$ cat config.mk
export PLATFORM = sky130hd
export DESIGN_NAME = spi_master_ctrl
export DESIGN_NICKNAME = d
export VERILOG_FILES = /design/src/rtl/spi_pkg.sv /design/src/rtl/spi_clk_div.sv /design/src/rtl/spi_master_ctrl.sv
export SDC_FILE = /design/constraint.sdc
export NUM_CORES = 1
export LEC_CHECK = 0
export ABC_AREA = 1
export BUFFER_PORTS_ARGS = -buffer_cell sky130_fd_sc_hd__buf_4
export CORE_ASPECT_RATIO = 2
export CORE_MARGIN = 1
export CORE_UTILIZATION = 60
export DETAILED_ROUTE_END_ITERATION = 8
export PLACE_DENSITY = 0.89
export SLEW_MARGIN = 25
export SYNTH_ARGS = -nofsm -noshare
export SYNTH_HDL_FRONTEND = slang
export SYNTH_SLANG_ARGS = --single-unit
$ cat constraint.sdc
create_clock -name clk -period 3.3 [get_ports clk]
set_input_delay 0.165 -clock clk [delete_from_list [all_inputs] [get_ports clk]]
set_output_delay 0.165 -clock clk [all_outputs]
set_load 0.05 [all_outputs]
$ cat src/rtl/spi_pkg.sv
// rtl/spi_pkg.sv - shared types and constants for the SPI master
package spi_pkg;

  // Controller states
  typedef enum logic [2:0] {
    IDLE,
    SETUP,
    XFER,
    HOLD,
    GAP
  } spi_state_e;

  // SPI modes encoded as {CPOL, CPHA}
  localparam logic [1:0] SPI_MODE0 = 2'b00;
  localparam logic [1:0] SPI_MODE1 = 2'b01;
  localparam logic [1:0] SPI_MODE2 = 2'b10;
  localparam logic [1:0] SPI_MODE3 = 2'b11;

  // Width of the chip-select index; a single slave still needs one bit
  function automatic int cs_width(input int num_cs);
    return (num_cs > 1) ? $clog2(num_cs) : 1;
  endfunction

endpackage

$ cat src/rtl/spi_clk_div.sv
// rtl/spi_clk_div.sv - SCK half-period divider with synchronous clear
module spi_clk_div #(
  parameter int CLK_DIV = 4
) (
  input  logic clk,
  input  logic rst,
  input  logic clear_i,
  output logic tick_o
);

  localparam int DIV_W = (CLK_DIV > 1) ? $clog2(CLK_DIV) : 1;

  logic [DIV_W-1:0] cnt_q, cnt_d;

  assign tick_o = (cnt_q == DIV_W'(CLK_DIV - 1));

  // Wrap at terminal count; clear restarts the half-period on state entry
  always_comb begin
    cnt_d = cnt_q + 1'b1;
    if (clear_i || tick_o) begin
      cnt_d = '0;
    end
  end

  // Counter register
  always_ff @(posedge clk or posedge rst) begin
    if (rst) begin
      cnt_q <= '0;
    end else begin
      cnt_q <= cnt_d;
    end
  end

endmodule

$ cat src/rtl/spi_master_ctrl.sv
// rtl/spi_master_ctrl.sv - full-duplex SPI master with one-hot chip selects
module spi_master_ctrl
  import spi_pkg::*;
#(
  parameter int DATA_WIDTH = 12,
  parameter int CLK_DIV    = 4,
  parameter bit CPOL       = 1'b0,
  parameter bit CPHA       = 1'b0,
  parameter int NUM_CS     = 1,
  parameter int CS_GAP     = 2
) (
  input  logic                        clk,
  input  logic                        rst,
  input  logic                        start,
  input  logic [DATA_WIDTH-1:0]       tx_data,
  input  logic [cs_width(NUM_CS)-1:0] cs_sel,
  output logic                        busy,
  output logic [DATA_WIDTH-1:0]       rx_data,
  output logic                        rx_valid,
  output logic                        sck,
  output logic                        mosi,
  input  logic                        miso,
  output logic [NUM_CS-1:0]           ssel_n
);

  localparam logic [1:0] MODE           = {CPOL, CPHA};
  localparam bit         SAMPLE_ON_LEAD = (MODE == SPI_MODE0) || (MODE == SPI_MODE2);
  localparam bit         DRIVE_ON_LEAD  = (MODE == SPI_MODE1) || (MODE == SPI_MODE3);
  localparam int         CNT_MAX        = (2 * DATA_WIDTH > CS_GAP) ? 2 * DATA_WIDTH : CS_GAP;
  localparam int         CNT_W          = (CNT_MAX > 1) ? $clog2(CNT_MAX) : 1;
  localparam logic [CNT_W-1:0] LAST_EDGE = CNT_W'(2 * DATA_WIDTH - 1);
  localparam logic [CNT_W-1:0] GAP_LAST  = CNT_W'(CS_GAP - 1);

  spi_state_e            state_q, state_d;
  logic [DATA_WIDTH-1:0] tx_sr_q, tx_sr_d;
  logic [DATA_WIDTH-1:0] rx_sr_q, rx_sr_d;
  logic [DATA_WIDTH-1:0] rx_data_q, rx_data_d;
  logic [CNT_W-1:0]      cnt_q, cnt_d;
  logic [NUM_CS-1:0]     ssel_n_q, ssel_n_d;
  logic                  sck_q, sck_d;
  logic                  mosi_q, mosi_d;
  logic                  busy_q, busy_d;
  logic                  rx_valid_q, rx_valid_d;
  logic                  tick;
  logic                  div_clear;

  // Divider idles at zero and restarts whenever a new state is entered
  assign div_clear = (state_q == IDLE) || (state_d != state_q);

  spi_clk_div #(.CLK_DIV(CLK_DIV)) u_clk_div (
    .clk    (clk),
    .rst    (rst),
    .clear_i(div_clear),
    .tick_o (tick)
  );

  // Next-state and datapath: edge counter doubles as the GAP cycle counter
  always_comb begin
    state_d    = state_q;
    tx_sr_d    = tx_sr_q;
    rx_sr_d    = rx_sr_q;
    rx_data_d  = rx_data_q;
    cnt_d      = cnt_q;
    ssel_n_d   = ssel_n_q;
    sck_d      = sck_q;
    mosi_d     = mosi_q;
    rx_valid_d = 1'b0;
    case (state_q)
      IDLE: begin
        if (start && (int'(cs_sel) < NUM_CS)) begin
          state_d  = SETUP;
          tx_sr_d  = tx_data;
          cnt_d    = '0;
          ssel_n_d = ~(NUM_CS'(1) << cs_sel);
          if (!DRIVE_ON_LEAD) begin
            mosi_d = tx_data[DATA_WIDTH-1];
          end
        end
      end
      SETUP: begin
        if (tick) begin
          state_d = XFER;
          cnt_d   = '0;
        end
      end
      XFER: begin
        if (tick) begin
          sck_d = ~sck_q;
          cnt_d = cnt_q + 1'b1;
          if (!cnt_q[0]) begin
            // Leading edge: even edge index
            if (SAMPLE_ON_LEAD) begin
              rx_sr_d = {rx_sr_q[DATA_WIDTH-2:0], miso};
            end else begin
              mosi_d  = tx_sr_q[DATA_WIDTH-1];
              tx_sr_d = tx_sr_q << 1;
            end
          end else begin
            // Trailing edge: odd edge index
            if (SAMPLE_ON_LEAD) begin
              if (cnt_q != LAST_EDGE) begin
                mosi_d  = tx_sr_q[DATA_WIDTH-2];
                tx_sr_d = tx_sr_q << 1;
              end
            end else begin
              rx_sr_d = {rx_sr_q[DATA_WIDTH-2:0], miso};
            end
          end
          if (cnt_q == LAST_EDGE) begin
            state_d = HOLD;
            cnt_d   = '0;
            sck_d   = CPOL;
          end
        end
      end
      HOLD: begin
        if (tick) begin
          state_d    = GAP;
          cnt_d      = '0;
          ssel_n_d   = '1;
          rx_data_d  = rx_sr_q;
          rx_valid_d = 1'b1;
        end
      end
      GAP: begin
        if (cnt_q == GAP_LAST) begin
          state_d = IDLE;
          mosi_d  = 1'b0;
        end else begin
          cnt_d = cnt_q + 1'b1;
        end
      end
      default: state_d = IDLE;
    endcase
    busy_d = (state_d != IDLE);
  end

  // State and datapath registers; reset returns all outputs to idle levels
  always_ff @(posedge clk or posedge rst) begin
    if (rst) begin
      state_q    <= IDLE;
      tx_sr_q    <= '0;
      rx_sr_q    <= '0;
      rx_data_q  <= '0;
      cnt_q      <= '0;
      ssel_n_q   <= '1;
      sck_q      <= CPOL;
      mosi_q     <= 1'b0;
      busy_q     <= 1'b0;
      rx_valid_q <= 1'b0;
    end else begin
      state_q    <= state_d;
      tx_sr_q    <= tx_sr_d;
      rx_sr_q    <= rx_sr_d;
      rx_data_q  <= rx_data_d;
      cnt_q      <= cnt_d;
      ssel_n_q   <= ssel_n_d;
      sck_q      <= sck_d;
      mosi_q     <= mosi_d;
      busy_q     <= busy_d;
      rx_valid_q <= rx_valid_d;
    end
  end

  assign busy     = busy_q;
  assign rx_data  = rx_data_q;
  assign rx_valid = rx_valid_q;
  assign sck      = sck_q;
  assign mosi     = mosi_q;
  assign ssel_n   = ssel_n_q;

endmodule

Word-level counts from Yosys, hierarchy flattened --
Cells that the tools add are included.
Cells by class: reduce and logical (&&, ||, !) cells 17, add/subtract/negate cells 2, shifts and indexed selects 1, equal/unequal tests 17, bitwise logic cells 3, magnitude comparators 1, muxes and demuxes 31
Operators by type and width (count):
- 11-bit two-way mux | 4
- 5-bit two-way mux | 5
- 11-bit case mux with 2 select lines | 1
- 5-bit case mux with 4 select lines | 1
- 3-bit two-way mux | 6
- 3-bit case mux with 5 select lines | 1
- 1-bit two-way mux | 10
- 5-bit AND reduction | 2
- 2-bit by 1-bit != test with 1-bit output, second input constant | 4
- 2-bit != test, second input constant | 4
- 3-bit by 2-bit equality test with 1-bit output, second input constant | 2
- 3-bit AND reduction | 2
- 6-bit AND reduction | 1
- 3-bit nonzero test | 2
- 5-bit by 1-bit adder with 5-bit output, second input constant | 1
- 5-bit by 1-bit equality test with 1-bit output, second input constant | 1
- 5-bit equality test, second input constant | 1
- 5-bit != test, second input constant | 1
- 2-bit AND reduction | 2
- 2-bit nonzero test | 2
- 4-bit nonzero test | 1
- 3-bit by 1-bit equality test with 1-bit output, second input constant | 1
- 3-bit equality test, second input constant | 1
- 3-bit logical NOT | 1
- other kinds (12) | 15
Storage, ports and cells: flip-flop bits (word level) 50, output and inout port bits 17

Logic depth before layout (Yosys ltp) --
Gate-level depths: netlist of run 1.
depth in word-level cells 8, gate-level depth with buffers 10, gate-level depth less buffers 9

Modules after synthesis --
A second synthesis of run 1 with hierarchy kept.
Second synthesis, totals: cells, all modules 310, area total of the unflattened synthesis 2561.2 µm²
By module, submodules not included:
- spi_master_ctrl | times used 1, cells an instance 300, area each 2472.4 µm², seq. area each 1202.4 µm²
- spi_clk_div | times used 1, cells an instance 10, area each 88.8 µm², seq. area each 50.0 µm²

Least setup slack after synthesis of run 1 --
No wires, ideal clock.
path kind reg2reg, start point register cnt_q[0], end point register tx_sr_q[0], setup time 117 ps, setup slack 1832 ps, stages on the path, launching flop included 11, data arrival time 1351 ps, data required time 3183 ps, clock period less this slack 1468 ps, cell sequence dfrtp_1 > ha_1 > nand2_1 > inv_1 > nand2_2 > nor2_4 > nor2_4 > nand2_2 > buf_6 > nand2_1 > nand2_1
Between the ends: longest elaborated chain between the ends 3
RTL lines:
- start, declared | line spi_master_ctrl.sv:38 | logic [CNT_W-1:0] cnt_q, cnt_d;
- start signal, assigned | line spi_master_ctrl.sv:156 | cnt_q <= cnt_d;
- 5-bit != test | line spi_master_ctrl.sv:101 | if (cnt_q != LAST_EDGE) begin
- 2-bit != test (no line)
- 5-bit AND reduction (no line) *
- end signal, assigned | line spi_master_ctrl.sv:153 | tx_sr_q <= tx_sr_d;
- end, declared | line spi_master_ctrl.sv:35 | logic [DATA_WIDTH-1:0] tx_sr_q, tx_sr_d;
Every way passes the cells marked *; elsewhere a longest branch is shown, timed or not. A chain may end at the register's enable or synchronous reset.

Final worst setup path of run 1 --
start point register u_clk_div.cnt_q[0], end point register tx_sr_q[2]
Between the ends: longest elaborated chain between the ends 3
RTL lines:
- start, declared | line spi_clk_div.sv:13 | logic [DIV_W-1:0] cnt_q, cnt_d;
- start signal, assigned | line spi_clk_div.sv:30 | cnt_q <= cnt_d;
- 2-bit equality test | line spi_clk_div.sv:15 | assign tick_o = (cnt_q == DIV_W'(CLK_DIV - 1));
- 2-bit by 1-bit != test with 1-bit output (no line)
- 5-bit AND reduction (no line)
No other way between the ends.

==> flow_metrics.py, run 1 <==
metrics = {
    "run_status": {
        "status": "finished, violations left",
        "violations": "negative hold slack",
    },
    "synthesis": {
        "synthFlopType": "dfrtp_1",
        "yosysTopAreaCell": "dfrtp_1",
        "ys_ff_latch": 50,
        "synth_area_sq_mm": 0.002482,
        "syn-mean-instance-area_sq_um": 8.139,
        "synth_area_leaders": "dfrtp_1 49%, nand2_1 18%, nand3_1 4.8%",
        "syn-num-nets": 325,
        "ys_seq_area_frac": 0.5045,
        "synth_warnings": 0,
        "synth_top_area_frac": 0.4940,
        "async_reset_ff_frac": 1.000,
        "synth_edf_count": 0,
        "yosys.cell_types.count": 25,
        "synthCells": 305,
    },
    "power": {
        "p_total_mw": 1.023,
        "power_density_mw_per_mm2": 366.0,
        "p_leak_nw": 1.525,
        "ir_worst_vdd_v": 0.0003956,
    },
    "drt": {
        "antenna_left": 0,
        "wl_um": 4974,
        "post_drt_wl_per_cell_um": 12.92,
        "vias": 2036,
        "firstDrtPassIters": 5,
        "post-route-drc-count": 0,
        "drt_iter0_drc": 56,
        "vias_per_cell": 5.288,
    },
    "sta": {
        "fmax_mhz": 524.0,
        "maxSlewViolCount": 0,
        "whs_ns": -0.01697,
        "worst_clock_skew_ns": 0.009504,
        "fin_tns_setup_ns": 0,
        "tightest_slew_ns": 0.8053,
        "period_minus_slack_ns": 1.908,
        "rsz0062_at_grt": "no",
        "fin_crit_sh": 0.5783,
        "slew_headroom": 0.4625,
        "finalSetupViolCount": 0,
        "hold_viol": 38,
        "layout_setup_ws_ns": 1.392,
    },
    "clock_network": {
        "cts_tree": "done",
        "cts_setup_buffers": 0,
        "cts-root-buf": "clkbuf_8",
        "clock-sinks": 50,
        "cts_buffers": 5,
        "ctsHoldBuffers": 0,
        "htree_levels": 2,
        "cts.clk_slew.worst_paths_ns": 0.09,
        "cts_resized": 0,
        "cts_buffer_depth": 2,
        "clk_latency_ns": 0.31,
    },
    "worst_setup_path": {
        "cp_slowest_stage_delay_ns": 0.52,
        "worstReg2RegStart": "u_clk_div.cnt_q[0]",
        "critPathMaxFanout": 12,
        "r2r_cells": 8,
        "startpoint_type": "flop",
        "setup.worst_path.class": "reg -> reg",
        "reg2reg_slack_ns": 1.39,
        "required_ns": 3.51,
        "crit_path_end_kind": "flop",
        "cp_common_cell": "nand2_1",
        "arrival_ns": 2.12,
        "slowest_stage": "nor2_1",
        "crit_chain": "ha_1 -> nand2_1 -> nand2_1 -> nand2_1 -> nor2_1 -> nand2_2 -> nand2_1 -> nand2_1",
        "rr_endpoint": "tx_sr_q[2]",
    },
    "hold_path": {
        "holdCritPathClass": "in -> async",
    },
    "layout": {
        "multiInputGateArea_sq_mm": 0.001026,
        "nets": 353,
        "fillers": 357,
        "final_common_cell": "nand2_1",
        "n_antenna_cell": 0,
        "area.sequential_sq_mm": 0.001252,
        "drive_gt1_frac": 0.2036,
        "layout_common_cells": "118 x nand2_1, 49 x dfrtp_1, 33 x buf_4",
        "finalNonFillerCells": 385,
        "syn2layout_area_growth_pct": 12.60,
    },
    "grt": {
        "overflow": 0,
        "antenna_found_initial": 0,
        "grt.total_usage": 0.2592,
        "grt_pass1_vias": 1966,
        "grt_max_degree": 51,
        "grt_pass1_wl_um": 8135,
    },
    "die": {
        "coreArea_sq_mm": 0.003924,
        "fp.dieH_um": 92.97,
        "dieWidth_um": 47.48,
        "start_util": 0.6327,
        "io_pins": 34,
        "die_area_sq_mm": 0.004414,
        "row_count": 32,
    },
    "run": {
        "maxCapViolCount": 0,
    },
    "place": {
        "dp_cells": 377,
        "dp_hpwl_um": 3647,
        "pre_cts_slack_ns": 1.389,
        "place.gp.congestion": 0.8830,
        "io_buffers": 33,
    },
}
layer usage:
layer	global-route usage	wire length [um]	up-vias
li1	-	-	1009
met1	0.2654	1864	977
met4	0.1357	158	0
met5	0	0	-
met3	0.04094	125	13
met2	0.4600	2825	37
power breakdown:
| group | leakage [nW] | switching [mW] | total (mW) | internal (mW) |
|---|---|---|---|---|
| combinational | 0.833 | 0.0195 | 0.0349 | 0.0154 |
| clock | 0.0482 | 0.200 | 0.369 | 0.169 |
| sequential | 0.644 | 0.00232 | 0.619 | 0.617 |
| total | 1.52 | 0.222 | 1.02 | 0.801 |
through the flow:
stage | hold slack, ns | util | instance area, sq um
after floorplan | 0.3169 | - | 2482
after global placement | 0.4154 | 0.6888 | 2703
after detailed placement | 0.4196 | 0.6888 | 2703
after CTS | 0.1041 | 0.7121 | 2794
after global routing | 0.06009 | 0.7124 | 2795
final | -0.01697 | 0.7124 | 2795
sequential cells by signal, indices dropped and copies added, names as in the netlist:
| signal | count |
|---|---|
| tx_sr_q | 11 |
| rx_data | 12 |
| rx_valid | 1 |
| rx_sr_q | 12 |
| sck | 1 |
| u_clk_div.cnt_q | 2 |
| mosi | 1 |
| state_q | 3 |
| ssel_n | 1 |
| busy | 1 |
| cnt_q | 5 |
critical path, delay by kind of cell (launching register included):
family	cells	cell delay [ns]
adder cells (fa/ha/maj)	1	0.25
AND/OR/NAND/NOR	7	1.21
flip-flops	1	0.35
logic make-up after synthesis:
| logic type | after synthesis | synth area share |
|---|---|---|
| buffers and inverters | 42 | 0.08216 |
| flip-flops | 50 | 0.5045 |
| AO/OA/AOI/OAI | 33 | 0.07863 |
| adder cells (fa/ha/maj) | 3 | 0.01512 |
| AND/OR/NAND/NOR | 176 | 0.3160 |
| XOR/XNOR | 1 | 0.003529 |
cells in the mapped netlist, types with 4 or more instances:
cell     number
inv_1        27
nor2_1       14
nand3_1      24
a21oi_1       4
o21ai_0      16
nand2_2       5
nor2_4        6
o21ai_1       5
dfrtp_1      49
o21ai_2       7
buf_4         5
nand2_1     118
worst max path at each step:
stage	start	endpoint	depth (start not counted)
after global routing	u_clk_div.cnt_q[0]	tx_sr_q[2]	8
after detailed placement	u_clk_div.cnt_q[0]	tx_sr_q[2]	8
final	u_clk_div.cnt_q[0]	tx_sr_q[2]	8
after CTS	u_clk_div.cnt_q[0]	tx_sr_q[2]	8
after floorplan	cnt_q[0]	tx_sr_q[0]	10
after global placement	u_clk_div.cnt_q[0]	tx_sr_q[7]	8
final cells by class:
type | instances | share of cell area
multi-input cells | 213 | 0.3671
well taps | 51 | 0.02283
clock buffers | 7 | 0.03089
inverters | 30 | 0.04073
repair buffers | 33 | 0.08863
flip-flops and latches | 50 | 0.4481
clock inverters | 1 | 0.001791
No activity file was read; power rests on OpenSTA's default activity.
==> run 2, diff against run 1 <==
ABC_AREA = 0   (was 1)
CORE_UTILIZATION = 50   (was 60)
PLACE_DENSITY = 0.8   (was 0.89)
clock period = 1.61 ns   (was 3.3 ns; I/O delays follow)
==> run 2 against run 1 <==
Against the previous run:
- the run ends with negative setup slack left
- clock power is 150% higher
- synthesized cell count is 31% lower
- fmax increased by 2.5%
- power increased to 5.2 times the previous value
- cell area increased by 16%
- worst hold slack improved by 0.11 ns
- clock-buffer cell count shrank 2
- wire length rose by 20%
- final cell count down 11%
- setup slack worse by 1.6 ns
- critical path type unchanged
- critical endpoint is now mosi
- largest cell class unchanged
==> flow_metrics.py, run 2 <==
metrics = {
    "drt": {
        "wl_um": 5969,
        "vias_per_cell": 5.643,
        "vias": 1930,
        "drt_iter0_drc": 69,
        "antenna_left": 0,
        "post-route-drc-count": 0,
        "post_drt_wl_per_cell_um": 17.45,
        "firstDrtPassIters": 4,
    },
    "worst_setup_path": {
        "required_ns": 1.81,
        "worstReg2RegStart": "cnt_q[1]",
        "crit_start": "cnt_q[1]",
        "setup.worst_path.class": "reg -> reg",
        "arrival_ns": 2.06,
        "r2r_cells": 6,
        "rr_endpoint": "mosi",
        "critPathMaxFanout": 2,
        "crit_end": "mosi",
        "startpoint_type": "flop",
        "crit_path_end_kind": "flop",
        "reg2reg_slack_ns": -0.25,
    },
    "sta": {
        "fin_crit_sh": 1.157,
        "hold_viol": 0,
        "worst_clock_skew_ns": 0.008834,
        "tightest_slew_ns": 0.4490,
        "slew_headroom": 0.7002,
        "layout_setup_ws_ns": -0.2523,
        "period_minus_slack_ns": 1.862,
        "fin_tns_setup_ns": -2.478,
        "fmax_mhz": 537.0,
        "rsz0062_at_grt": "yes",
        "finalSetupViolCount": 19,
        "maxSlewViolCount": 0,
    },
    "synthesis": {
        "synth_area_sq_mm": 0.002280,
        "synth_area_leaders": "dfrtp_1 54%, mux2_1 7.4%, nand2_1 7.4%",
        "synth_edf_count": 0,
        "yosysTopAreaCell": "dfrtp_1",
        "synth_top_area_frac": 0.5379,
        "yosys.cell_count.top_type": "dfrtp_1",
        "ys_ff_latch": 50,
        "ys_seq_area_frac": 0.5494,
        "synthFlopType": "dfrtp_1",
        "synth_warnings": 0,
        "synth_compound_area_frac": 0.1164,
        "synth_xor_area_frac": 0.007684,
        "synthCells": 211,
        "yosys-mux-area-fraction": 0.1180,
        "synth_top_family_by_area": "simple AND/OR/NAND/NOR gates",
        "async_reset_ff_frac": 1.000,
        "synth_simple_gate_area_frac": 0.1586,
        "yosys.cell_types.count": 41,
        "synthAdderAreaFrac": 0.01647,
        "syn-num-nets": 231,
        "syn-mean-instance-area_sq_um": 10.80,
        "synth.top_cells.by_count": "49 x dfrtp_1, 45 x nand2_1, 15 x mux2_1",
    },
    "grt": {
        "grt_pass1_wl_um": 9239,
        "grt_pass1_vias": 1959,
        "overflow": 0,
        "grt.total_usage": 0.2503,
        "grt_max_degree": 31,
        "antenna_found_initial": 0,
    },
    "layout": {
        "final_common_cell": "buf_4",
        "finalNonFillerCells": 342,
        "n_antenna_cell": 0,
        "syn2layout_area_growth_pct": 41.93,
        "drive_gt1_frac": 0.4375,
        "fillers": 299,
        "nets": 307,
        "layout_common_cells": "69 x buf_4, 49 x dfrtp_1, 44 x nand2_1",
    },
    "place": {
        "pre_cts_slack_ns": -0.2190,
        "dp_cells": 315,
        "dp_hpwl_um": 3426,
        "io_buffers": 33,
        "place.gp.congestion": 0.9344,
    },
    "clock_network": {
        "cts_buffers": 5,
        "clk_latency_ns": 0.31,
        "cts_buffer_depth": 2,
        "cts-root-buf": "clkbuf_8",
        "cts_tree": "done",
        "cts.clk_slew.worst_paths_ns": 0.10,
        "htree_levels": 2,
        "clock-sinks": 50,
    },
    "die": {
        "die_area_sq_mm": 0.004850,
        "fp.dieH_um": 97.49,
        "dieWidth_um": 49.75,
        "coreArea_sq_mm": 0.004339,
        "start_util": 0.5254,
        "row_count": 34,
        "io_pins": 34,
    },
    "run_status": {
        "violations": "negative setup slack",
        "status": "finished, violations left",
    },
    "hold_path": {
        "holdCritPathClass": "in -> reg",
    },
    "power": {
        "ir_worst_vdd_v": 0.001161,
        "power_density_mw_per_mm2": 1630,
        "p_leak_nw": 1.575,
    },
    "run": {
        "maxCapViolCount": 0,
    },
}
==> run 2: kinds of logic after synthesis <==
| group | count (synthesis) |
|---|---|
| AND/OR/NAND/NOR | 74 |
| flip-flops | 50 |
| multiplexers | 25 |
| adder cells (fa/ha/maj) | 3 |
| AO/OA/AOI/OAI | 39 |
| XOR/XNOR | 2 |
| buffers and inverters | 18 |
==> run 2: routing by layer <==
metal	part of all wire	track usage	vias to the layer above
li1	-	-	893
met1	0.39	0.3017	954
met2	0.53	0.4231	65
met3	0.038	0.03756	18
met4	0.036	0.1231	0
met5	0	0	-
==> run 2: worst max-delay path, stage by stage, from the launching register on <==
cell	delay, ns
dfrtp_1	0.40
inv_1	0.06
ha_1	0.14
or4b_4	0.51
nor4b_4	0.29
a21oi_2	0.06
mux2_4	0.30
==> run 2: stage by stage <==
step | area, sq um | hold slack, ns | utilization | total power, mW
2_1_floorplan | 2292 | 0.2152 | - | 3.082
3_3_place_gp | 2789 | 0.1182 | 0.6427 | 3.725
3_5_place_dp | 2789 | 0.1164 | 0.6427 | 3.799
4_1_cts | 3068 | 0.09933 | 0.7070 | 4.925
5_1_grt | 3236 | 0.1133 | 0.7457 | 5.523
6_report | 3236 | 0.09706 | 0.7457 | 5.276
==> run 2: area by class of cell <==
class                      instances  area (sq um)  area share
sequential                        50          1252      0.3871
inverter                           6         22.52    0.006961
clock inverter                     3         45.04     0.01392
clock buffer                       5         68.82     0.02127
tap                               54         67.56     0.02088
timing repair buffer              81         659.4      0.2038
multi-input combinational        143          1120      0.3461
==> run 2: worst min path at each step <==
stage,startpoint,endpoint,slack (ns),cells past startpoint
after floorplan,miso,rx_sr_q[0],0.22,1
after global placement,rst,rx_data[1],0.12,2
after detailed placement,rst,rx_data[1],0.12,2
after CTS,tx_data[4],tx_sr_q[4],0.1,3
after global routing,tx_data[6],tx_sr_q[6],0.11,3
final,tx_data[6],tx_sr_q[6],0.1,3
==> run 2: report_power, final <==
group	switching [mW]	internal, mW	leakage (nW)
combinational	1.40	1.16	0.879
clock	0.446	0.463	0.0504
sequential	0.219	1.59	0.646
==> run 2: what timing repair did <==
action / 4_1_cts / 5_1_grt
hold buffers: 2 / 0
setup buffers: 12 / 4
gates cloned: 1 / 0
endpoints found under the hold margin: 21 / 0
endpoints found under the setup margin: 30 / 31
pin swaps: 7 / 6
gates resized for setup: 14 / 29
